**config.mk**
```make
export PLATFORM = sky130hd
export DESIGN_NAME = receiver_uart_rx
export DESIGN_NICKNAME = d
export VERILOG_FILES = /design/src/rtl/receiver_uart_rx.sv
export SDC_FILE = /design/constraint.sdc
export NUM_CORES = 1
export LEC_CHECK = 0
export CAP_MARGIN = 20
export CORE_ASPECT_RATIO = 2
export CORE_MARGIN = 10
export CORE_UTILIZATION = 58
export DETAILED_ROUTE_END_ITERATION = 16
export PLACE_DENSITY = 0.91
export SYNTH_ARGS = -nofsm -noshare
export SYNTH_HDL_FRONTEND = slang
export SYNTH_SLANG_ARGS = --single-unit
```
**constraint.sdc**
```tcl
create_clock -name clk -period 5 [get_ports clk]
set_input_delay 1.5 -clock clk [delete_from_list [all_inputs] [get_ports clk]]
set_output_delay 1.5 -clock clk [all_outputs]
set_load 0.05 [all_outputs]
```
**src/rtl/receiver_uart_rx.sv**
```systemverilog
// UART receive path: 2-FF synchronised rx, mid-bit sampling, 8 data bits LSB first,
// optional even parity, one stop bit; each byte is reported with a one-cycle valid pulse.
module receiver_uart_rx #(
    parameter int CLKS_PER_BIT = 16
) (
    input  logic       clk,
    input  logic       rst,
    input  logic       rx_i,
    input  logic       parity_en,
    output logic [7:0] data_o,
    output logic       valid_o,
    output logic       parity_err_o,
    output logic       frame_err_o,
    output logic       busy_o
);

    // CLKS_PER_BIT >= 4 keeps the half-bit point strictly inside the start bit.
    localparam int CW = $clog2(CLKS_PER_BIT);
    localparam logic [CW-1:0] CNT_HALF = CW'(CLKS_PER_BIT / 2 - 1);
    localparam logic [CW-1:0] CNT_FULL = CW'(CLKS_PER_BIT - 1);

    typedef enum logic [2:0] {
        S_IDLE,
        S_START,
        S_DATA,
        S_PARITY,
        S_STOP,
        S_BREAK
    } state_t;

    state_t        state_q, state_d;
    logic [1:0]    sync_q, sync_d;
    logic [CW-1:0] cnt_q, cnt_d;
    logic [2:0]    idx_q, idx_d;
    logic [7:0]    sh_q, sh_d;
    logic          par_en_q, par_en_d;
    logic          pbit_q, pbit_d;
    logic [7:0]    data_q, data_d;
    logic          valid_q, valid_d;
    logic          perr_q, perr_d;
    logic          ferr_q, ferr_d;

    logic          rxs;
    logic          bit_end;
    logic          half_end;
    logic          shift_en;

    assign sync_d   = {sync_q[0], rx_i};
    assign rxs      = sync_q[1];
    assign bit_end  = (cnt_q == CNT_FULL);
    assign half_end = (cnt_q == CNT_HALF);

    // Each shift-register bit only loads when the sampled bit index points at it.
    generate
        for (genvar gi = 0; gi < 8; gi++) begin : g_sh
            assign sh_d[gi] = (shift_en && (idx_q == 3'(gi))) ? rxs : sh_q[gi];
        end
    endgenerate

    always_comb begin
        state_d  = state_q;
        cnt_d    = cnt_q;
        idx_d    = idx_q;
        par_en_d = par_en_q;
        pbit_d   = pbit_q;
        data_d   = data_q;
        valid_d  = 1'b0;
        perr_d   = perr_q;
        ferr_d   = ferr_q;
        shift_en = 1'b0;

        case (state_q)
            S_IDLE: begin
                cnt_d = '0;
                if (!rxs) begin
                    state_d  = S_START;
                    par_en_d = parity_en;
                end
            end

            S_START: begin
                if (half_end) begin
                    cnt_d = '0;
                    if (!rxs) begin
                        state_d = S_DATA;
                        idx_d   = 3'd0;
                    end else begin
                        state_d = S_IDLE;
                    end
                end else begin
                    cnt_d = cnt_q + CW'(1);
                end
            end

            S_DATA: begin
                if (bit_end) begin
                    cnt_d    = '0;
                    shift_en = 1'b1;
                    if (idx_q == 3'd7) begin
                        state_d = par_en_q ? S_PARITY : S_STOP;
                    end else begin
                        idx_d = idx_q + 3'd1;
                    end
                end else begin
                    cnt_d = cnt_q + CW'(1);
                end
            end

            S_PARITY: begin
                if (bit_end) begin
                    cnt_d   = '0;
                    pbit_d  = rxs;
                    state_d = S_STOP;
                end else begin
                    cnt_d = cnt_q + CW'(1);
                end
            end

            S_STOP: begin
                if (bit_end) begin
                    cnt_d   = '0;
                    valid_d = 1'b1;
                    data_d  = sh_q;
                    ferr_d  = ~rxs;
                    perr_d  = par_en_q & (pbit_q ^ (^sh_q));
                    // A low stop bit means a break; wait for the line to recover.
                    state_d = rxs ? S_IDLE : S_BREAK;
                end else begin
                    cnt_d = cnt_q + CW'(1);
                end
            end

            S_BREAK: begin
                cnt_d = '0;
                if (rxs) begin
                    state_d = S_IDLE;
                end
            end

            default: begin
                state_d = S_IDLE;
                cnt_d   = '0;
            end
        endcase
    end

    always_ff @(posedge clk) begin
        if (rst) begin
            sync_q   <= 2'b11;
            state_q  <= S_IDLE;
            cnt_q    <= '0;
            idx_q    <= 3'd0;
            sh_q     <= 8'h00;
            par_en_q <= 1'b0;
            pbit_q   <= 1'b0;
            data_q   <= 8'h00;
            valid_q  <= 1'b0;
            perr_q   <= 1'b0;
            ferr_q   <= 1'b0;
        end else begin
            sync_q   <= sync_d;
            state_q  <= state_d;
            cnt_q    <= cnt_d;
            idx_q    <= idx_d;
            sh_q     <= sh_d;
            par_en_q <= par_en_d;
            pbit_q   <= pbit_d;
            data_q   <= data_d;
            valid_q  <= valid_d;
            perr_q   <= perr_d;
            ferr_q   <= ferr_d;
        end
    end

    assign data_o       = data_q;
    assign valid_o      = valid_q;
    assign parity_err_o = perr_q;
    assign frame_err_o  = ferr_q;
    assign busy_o       = (state_q != S_IDLE);

endmodule

```
==> results by group, run 1 <==
Finish
  – Antenna Cells: 0
  – Fillers: 211
  – Area Overhead vs Synth: 15.4%
  – Post-layout instance area: 1830 um^2
  – Final core occ: 0.703
  – Layout cell share with drive strength beyond 1: 0.0833
  – Layout Nets: 202
  – Commonest non-fill, non-tap cell in the layout: dfxtp_1
  – Most frequent cells in the layout: dfxtp_1, nand2_1, nor2_1

Yosys
  – Cells after Synth: 179
  – Register area share after synthesis: 0.417
  – Synth warn: 0
  – Yosys reg bits: 33
  – Yosys cell types: 36
  – Synth Area per Inst: 8.86 um^2
  – Post-Syn Nets: 190
  – Mapped Area: 1590 um^2

Die
  – Chip Width: 57.0 um
  – DIE HEIGHT: 93.9 um
  – Rows: 26
  – Core area: 2600 um^2
  – IO Pins: 16
  – Initial core utilization: 0.609
  – Die area: 5350 um^2

Hold path
  – Worst min path class: reg -> reg
  – Hold Path End: sync_q[1]$_SDFF_PP1_
  – Hold path cells: 1
  – Worst Min Path Start: sync_q[0]$_SDFF_PP1_

Drt
  – Wire length per cell: 16.0 um
  – Final ANT Viol Nets: 0
  – Vias post-DR: 1,260
  – Drc violations: 0
  – DRT Pass-1 Iters: 4
  – Via density: 5.73
  – Total Routed Length: 3.53 mm
  – 1st-iter DRT viols: 31

GRT
  – Vias in the first global route: 1,297
  – GRT Util Overall: 0.134
  – Initial antenna violation count: 0
  – Largest net degree at the start of global routing: 31
  – First-pass GRT wire length: 5.80 mm
  – Grt ovf: 0

Power
  – Power Density: 388 nW/um^2
  – P_leak: 0.712 nW
  – Worst IR Drop VDD: 0.000238 V

Critical path
  – Worst-path cell chain: or3_1 > clkdlybuf4s50_1
  – Max FO, Critical Path: 19
  – Crit path launch type: flop
  – Register-to-register setup slack: 2.87 ns
  – CP arrival: 2.00 ns
  – Worst r2r src: state_q[2]$_SDFFE_PP0P_
  – Setup crit end kind: output pin
  – Worst endpoint required time: 3.50 ns
  – Slowest CP cell: clkdlybuf4s50_1
  – Worst Path Class, Setup: reg -> out
  – RR Endpoint: parity_err_o$_SDFFE_PP0P_
  – CP peak stage delay: 0.81 ns
  – R2R depth: 4

Clock tree
  – Clk_lat worst skew: 0.29 ns
  – Post-CTS setup buffers: 0
  – Max H-tree Level: 2
  – Hold_buf cts: 0
  – Root Buffer: clkbuf_8
  – Clock-pin slew on the worst setup and hold paths: 0.07 ns
  – TritonCTS Buffers: 5
  – PostCTS Resize Cnt: 0
  – Clock Sinks: 33
  – Max Buffers Root-to-Sink: 2
  – CTS tree: yes

STA
  – Final setup violation count: 0
  – Final worst path period share: 0.699
  – Max Slew Vio Count: 0
  – Final min period: 3.50 ns
  – Worst-margin pin slew: 1.06 ns
  – Slew headroom: 0.288
  – Worst Clk Skew: 0.00499 ns
  – Setup slack after layout: 1.50 ns
  – Final hold viol count: 0
  – Fmax: 0.286 GHz
  – RSZ-0062 raised after global routing: no
  – Final setup TNS: 0 ns

Placed design
  – GP Congestion: 0.825
  – Placement Cell Area: 1710 um^2
  – Setup slack at placement: 1.79 ns
  – Dpl hpwl: 2.54 mm
  – Port Buffers: 15

Run
  – Max-cap viol count: 0

Run status
  – Outcome: completed
[sequential cells by signal, indices dropped and copies added (netlist names)]
name          count
data_o            8
par_en_q          1
idx_q             3
state_q           3
valid_o           1
pbit_q            1
frame_err_o       1
parity_err_o      1
sync_q            2
cnt_q             4
sh_q              8
[power breakdown]
| group | internal (mW) | switching [mW] | leakage (nW) | total (mW) |
|---|---|---|---|---|
| combinational | 0.0693 | 0.0793 | 0.387 | 0.149 |
| sequential | 0.273 | 0.0287 | 0.267 | 0.302 |
| clock | 0.162 | 0.0958 | 0.0585 | 0.258 |
[cell families (layout without fill, tap and decap cells)]
logic type               Yosys count  count (layout)  synth area share
AND/OR/NAND/NOR                   82              82             0.263
XOR/XNOR                           9               9            0.0584
flip-flops                        33              33             0.417
adder cells (fa/ha/maj)            7               7            0.0552
multiplexers                      12              12            0.0758
buffers and inverters             14              27            0.0458
AO/OA/AOI/OAI                     22              22            0.0852
[cells in the mapped netlist]
master,count,area [um^2]
ha_1,7,87.6
xnor3_1,1,22.5
nor3b_2,1,12.5
a221oi_1,1,8.76
buf_6,1,11.3
mux2i_1,12,120
nor3b_1,2,15.0
and2_1,2,12.5
o221a_2,1,11.3
nand2b_1,2,12.5
or3b_1,2,17.5
buf_4,3,22.5
nor2_1,22,82.6
clkbuf_1,5,18.8
dfxtp_1,33,661
o21a_1,1,7.51
o21ai_2,1,8.76
a211oi_1,1,7.51
nor3_1,4,20.0
xor2_1,3,26.3
nor4_4,1,21.3
nor4_1,1,6.26
buf_2,1,5.00
or2_2,3,18.8
inv_1,4,15.0
nor2b_1,2,12.5
nand3_1,6,30.0
a21boi_2,1,11.3
nand3b_1,1,7.51
or3_1,1,6.26
o21ai_0,2,10.0
nand2_1,28,105
xnor2_1,5,43.8
nand2b_4,1,13.8
a21oi_1,14,70.1
or4_1,3,22.5
[worst max path at each step]
stage / slack [ns] / to / depth (start not counted) / start
after floorplan: 2.44 / busy_o / 2 / state_q[1]$_SDFFE_PP0P_
after global placement: 1.87 / cnt_q[3]$_SDFF_PP0_ / 4 / rst
after detailed placement: 1.79 / cnt_q[3]$_SDFF_PP0_ / 4 / rst
after global routing: 1.43 / busy_o / 2 / state_q[2]$_SDFFE_PP0P_
final: 1.50 / busy_o / 2 / state_q[2]$_SDFFE_PP0P_
after CTS: 1.52 / busy_o / 2 / state_q[2]$_SDFFE_PP0P_
[critical path, delay by kind of cell, from the launching register on]
family                 cells  cell delay, ns
DFF                        1            0.67
and+or+nand+nor            1            0.22
buffers and inverters      1            0.81
[layout make-up]
class | instances | area (um^2) | share of cell area
clock buffer | 7 | 86.3 | 0.0472
clock inverter | 1 | 30.0 | 0.0164
inverter | 4 | 15.0 | 0.00821
multi-input combinational | 132 | 852 | 0.466
tap | 28 | 35.0 | 0.0192
sequential | 33 | 661 | 0.361
timing repair buffer | 15 | 150 | 0.0821
[routing by layer]
layer | share of wire | global-route usage | vias to the layer above
li1 | - | - | 621
met1 | 0.37 | 0.116 | 589
met2 | 0.54 | 0.246 | 35
met3 | 0.044 | 0.0420 | 15
met4 | 0.046 | 0.100 | 0
met5 | 0 | 0 | -
[metrics by stage]
step / instances / total power, mW / hold WS (ns)
after floorplan: 179 / 0.435 / 0.389
after global placement: 212 / 0.449 / 0.396
after detailed placement: 212 / 0.455 / 0.394
after CTS: 220 / 0.712 / 0.411
after global routing: 220 / 0.733 / 0.418
final: 220 / 0.709 / 0.409
(Power assumes the default switching activity.)
==> run 2, diff against run 1 <==
--- a/config.mk
+++ b/config.mk
@@ -8,9 +8,9 @@
 export CAP_MARGIN = 20
 export CORE_ASPECT_RATIO = 2
 export CORE_MARGIN = 10
-export CORE_UTILIZATION = 58
+export CORE_UTILIZATION = 50
 export DETAILED_ROUTE_END_ITERATION = 16
-export PLACE_DENSITY = 0.91
+export PLACE_DENSITY = 0.84
 export SYNTH_ARGS = -nofsm -noshare
 export SYNTH_HDL_FRONTEND = slang
 export SYNTH_SLANG_ARGS = --single-unit
==> constraint.sdc (replaced) <==
create_clock -name clk -period 2.98 [get_ports clk]
set_input_delay 0.894 -clock clk [delete_from_list [all_inputs] [get_ports clk]]
set_output_delay 0.894 -clock clk [all_outputs]
set_load 0.05 [all_outputs]
==> results by group, run 2 (same netlist as run 1, synthesis figures left out) <==
Clock tree
  – Post-CTS setup buffers: 0
  – Clock Sinks: 33
  – PostCTS Resize Cnt: 0
  – CTS tree: yes
  – Max Buffers Root-to-Sink: 2
  – Max H-tree Level: 2
  – Root Buffer: clkbuf_8
  – Clock-pin slew on the worst setup and hold paths: 0.06 ns
  – Clk_lat worst skew: 0.28 ns
  – Hold_buf cts: 0
  – TritonCTS Buffers: 5

Drt
  – Drc violations: 0
  – Total Routed Length: 3.03 mm
  – Vias post-DR: 1,215
  – Via density: 5.42
  – 1st-iter DRT viols: 14
  – Wire length per cell: 13.5 um
  – Final ANT Viol Nets: 0
  – DRT Pass-1 Iters: 4

Placed design
  – GP Congestion: 0.834
  – Port Buffers: 15
  – Dpl hpwl: 2.28 mm

STA
  – Final setup TNS: 0 ns
  – Max Slew Vio Count: 0
  – Worst-margin pin slew: 0.628 ns
  – Final hold viol count: 0
  – Slew headroom: 0.580
  – Final setup violation count: 0
  – Final worst path period share: 0.928
  – Fmax: 0.362 GHz
  – Final min period: 2.77 ns
  – Worst Clk Skew: 0.00398 ns
  – RSZ-0062 raised after global routing: no

Critical path
  – R2R depth: 5
  – Slowest CP cell: clkdlybuf4s50_1
  – Worst Path Class, Setup: reg -> out
  – Setup crit end kind: output pin
  – Worst endpoint required time: 2.09 ns
  – CP peak stage delay: 0.72 ns
  – RR Endpoint: parity_err_o$_SDFFE_PP0P_
  – Crit path launch type: flop
  – Register-to-register setup slack: 1.06 ns
  – Worst r2r src: state_q[2]$_SDFFE_PP0P_
  – Worst-path cell chain: or3_1 > clkdlybuf4s50_1
  – Max FO, Critical Path: 12
  – CP arrival: 1.87 ns

Die
  – Rows: 28
  – DIE HEIGHT: 99.6 um
  – Core area: 3010 um^2
  – Die area: 5960 um^2
  – IO Pins: 16
  – Chip Width: 59.8 um
  – Initial core utilization: 0.526

Finish
  – Final core occ: 0.613
  – Antenna Cells: 0
  – Layout Nets: 204
  – Area Overhead vs Synth: 16.5%
  – Commonest non-fill, non-tap cell in the layout: dfxtp_1
  – Most frequent cells in the layout: dfxtp_1, nand2_1, nor2_1
  – Layout cell share with drive strength beyond 1: 0.0928

Power
  – Power Density: 646 nW/um^2
  – Worst IR Drop VDD: 0.000418 V
  – Combinational Power Share: 0.236
  – Clock Power Share: 0.359
  – Reg power frac: 0.405
  – Int Pwr: 0.856 mW
  – P_leak: 0.722 nW
  – Switch share: 0.283
  – Final Power: 1.19 mW
  – NetSw: 0.337 mW

GRT
  – First-pass GRT wire length: 5.35 mm
  – Initial antenna violation count: 0
  – Vias in the first global route: 1,227
  – Largest net degree at the start of global routing: 19
  – Grt ovf: 0
  – GRT Util Overall: 0.112

Hold path
  – Worst Min Path Start: sync_q[0]$_SDFF_PP1_
  – Hold Path End: sync_q[1]$_SDFF_PP1_
  – Worst min path class: reg -> reg
  – Hold path cells: 1

Run
  – Max-cap viol count: 0

Run status
  – Outcome: completed
==> run 2: changes by cell type in the layout (fill, tap and decap cells not counted) <==
cell / delta
buf_4: +2
==> run 2: power groups by stage <==
| stage | Combinational [mW] | Sequential (mW) | Clock (mW) |
|---|---|---|---|
| after global routing | 0.308 | 0.488 | 0.462 |
| after CTS | 0.283 | 0.484 | 0.437 |
| after detailed placement | 0.282 | 0.493 | 0 |
| after floorplan | 0.253 | 0.477 | 0 |
| final | 0.281 | 0.483 | 0.429 |
| after global placement | 0.276 | 0.492 | 0 |
==> run 2: how the worst max path moves through the flow <==
| stage | from | end | slack (ns) | cells past startpoint |
|---|---|---|---|---|
| after CTS | state_q[1]$_SDFFE_PP0P_ | busy_o | 0.21 | 2 |
| after detailed placement | state_q[1]$_SDFFE_PP0P_ | busy_o | 0.51 | 2 |
| after floorplan | state_q[1]$_SDFFE_PP0P_ | busy_o | 1.03 | 2 |
| final | state_q[1]$_SDFFE_PP0P_ | busy_o | 0.21 | 2 |
| after global placement | state_q[1]$_SDFFE_PP0P_ | busy_o | 0.54 | 2 |
| after global routing | state_q[1]$_SDFFE_PP0P_ | busy_o | 0.11 | 2 |
==> run 2: per-layer routing <==
metal | track usage | share of wire | vias to the layer above
li1 | - | - | 629
met1 | 0.115 | 0.39 | 564
met2 | 0.192 | 0.54 | 14
met3 | 0.0306 | 0.035 | 8
met4 | 0.0625 | 0.028 | 0
met5 | 0 | 0 | -
==> run 2: worst max-delay path, delay by kind of cell (launching register included) <==
family        cells  cell delay [ns]
simple gates      1             0.45
flops             1             0.43
buf+inv           1             0.72
==> run 2: area by class of cell <==
cell class              instances  area, um^2
clock inverters                 1        30.0
clock buffers                   7        86.3
flip-flops and latches         33         661
repair buffers                 17         165
well taps                      30        37.5
fillers                       279        1170
inverters                       4        15.0
multi-input cells             132         852
==> run 2: stage by stage <==
stage | instances | hold slack (ns) | area (um^2) | worst slack (ns)
3_5_place_dp | 216 | 0.397 | 1730 | 0.514
3_3_place_gp | 216 | 0.396 | 1730 | 0.539
4_1_cts | 224 | 0.412 | 1850 | 0.208
5_1_grt | 224 | 0.419 | 1850 | 0.113
2_1_floorplan | 179 | 0.389 | 1590 | 1.03
6_report | 224 | 0.410 | 1850 | 0.214
==> run 3, diff against run 2 <==
--- a/config.mk
+++ b/config.mk
@@ -7,7 +7,7 @@
 export LEC_CHECK = 0
 export CAP_MARGIN = 20
 export CORE_ASPECT_RATIO = 2
-export CORE_MARGIN = 10
+export CORE_MARGIN = 2
 export CORE_UTILIZATION = 50
 export DETAILED_ROUTE_END_ITERATION = 16
 export PLACE_DENSITY = 0.84
==> results by group, run 3 (same netlist as run 1, synthesis figures left out) <==
Run status
  – Outcome: completed

Hold path
  – Hold Path End: sync_q[1]$_SDFF_PP1_
  – Worst Min Path Start: sync_q[0]$_SDFF_PP1_
  – Hold path cells: 1
  – Worst min path class: reg -> reg

GRT
  – GRT Util Overall: 0.184
  – Grt ovf: 0
  – Largest net degree at the start of global routing: 19
  – Initial antenna violation count: 0
  – First-pass GRT wire length: 5.24 mm
  – Vias in the first global route: 1,253

Clock tree
  – Clock Sinks: 33
  – PostCTS Resize Cnt: 0
  – Clock-pin slew on the worst setup and hold paths: 0.06 ns
  – Clk_lat worst skew: 0.28 ns
  – CTS tree: yes
  – Max H-tree Level: 2
  – Post-CTS setup buffers: 0
  – TritonCTS Buffers: 5
  – Hold_buf cts: 0
  – Root Buffer: clkbuf_8
  – Max Buffers Root-to-Sink: 2

STA
  – Final setup TNS: 0 ns
  – Final setup violation count: 0
  – Final hold viol count: 0
  – Final worst path period share: 0.935
  – Final min period: 2.79 ns
  – Max Slew Vio Count: 0
  – Worst-margin pin slew: 0.680 ns
  – RSZ-0062 raised after global routing: no
  – Worst Clk Skew: 0.00495 ns
  – Slew headroom: 0.545
  – Fmax: 0.359 GHz

Critical path
  – Register-to-register setup slack: 1.07 ns
  – Worst Path Class, Setup: reg -> out
  – Crit path launch type: flop
  – Setup crit end kind: output pin
  – Max FO, Critical Path: 12
  – Worst r2r src: state_q[2]$_SDFFE_PP0P_
  – Worst endpoint required time: 2.09 ns
  – R2R depth: 5
  – CP arrival: 1.89 ns
  – RR Endpoint: frame_err_o$_SDFFE_PP0P_

Die
  – Chip Width: 43.8 um
  – DIE HEIGHT: 83.6 um
  – Rows: 29
  – Core area: 3080 um^2
  – Die area: 3660 um^2
  – Initial core utilization: 0.514
  – IO Pins: 16

Finish
  – Commonest non-fill, non-tap cell in the layout: dfxtp_1
  – Layout Nets: 204
  – Layout cell share with drive strength beyond 1: 0.0928
  – Most frequent cells in the layout: dfxtp_1, nand2_1, nor2_1
  – Final Non-Filler Cells: 225
  – Antenna Cells: 0
  – Area Overhead vs Synth: 16.6%

Power
  – Worst IR Drop VDD: 0.000575 V
  – Power Density: 649 nW/um^2
  – P_leak: 0.722 nW

Drt
  – Wire length per cell: 13.0 um
  – Total Routed Length: 2.92 mm
  – Vias post-DR: 1,223
  – 1st-iter DRT viols: 22
  – Final ANT Viol Nets: 0
  – DRT Pass-1 Iters: 4
  – Drc violations: 0
  – Via density: 5.44

Placed design
  – Port Buffers: 15
  – Dpl hpwl: 2.00 mm
  – GP Congestion: 0.761
  – Placed Cells: 217

Run
  – Max-cap viol count: 0
[run 3: per-layer routing]
layer / part of all wire / routed length (um) / vias up / global-route usage
met5: 0 / 0 / - / 0
met4: 0.027 / 80 / 0 / 0.102
met3: 0.039 / 115 / 9 / 0.0498
met2: 0.52 / 1510 / 28 / 0.297
met1: 0.42 / 1210 / 556 / 0.210
li1: - / - / 630 / -
[run 3: cell type report]
class / instances / area (um^2)
inverters: 4 / 15.0
fillers: 261 / 1240
clock inverters: 1 / 30.0
clock buffers: 7 / 86.3
flip-flops and latches: 33 / 661
well taps: 31 / 38.8
multi-input cells: 132 / 852
repair buffers: 17 / 165
[run 3: how the worst max path moves through the flow]
| stage | from | endpoint | cells past startpoint |
|---|---|---|---|
| 4_1_cts | state_q[1]$_SDFFE_PP0P_ | busy_o | 2 |
| 2_1_floorplan | state_q[1]$_SDFFE_PP0P_ | busy_o | 2 |
| 5_1_grt | state_q[1]$_SDFFE_PP0P_ | busy_o | 2 |
| 6_report | state_q[1]$_SDFFE_PP0P_ | busy_o | 2 |
| 3_3_place_gp | state_q[1]$_SDFFE_PP0P_ | busy_o | 2 |
| 3_5_place_dp | state_q[1]$_SDFFE_PP0P_ | busy_o | 2 |
[run 3: worst max-delay path, stage by stage, from the launching register on]
cell and delay (ns):
dfxtp_1 0.44, or3_1 0.46, clkdlybuf4s50_1 0.72
[run 3: where the power goes]
| part | leakage [nW] | switching, mW | internal [mW] |
|---|---|---|---|
| Combinational | 0.397 | 0.160 | 0.125 |
| Sequential | 0.267 | 0.0256 | 0.459 |
| Clock | 0.0585 | 0.157 | 0.272 |
[run 3: metrics by stage]
stage          hold slack [ns]  power (mW)  setup WS, ns  cell area [um^2]   util
2_1_floorplan            0.389       0.730          1.03              1590      -
3_3_place_gp             0.398       0.765         0.541              1730  0.561
3_5_place_dp             0.408       0.775         0.493              1730  0.561
4_1_cts                  0.449        1.21         0.188              1850  0.599
5_1_grt                  0.457        1.25         0.135              1850  0.599
6_report                 0.437        1.20         0.195              1850  0.599
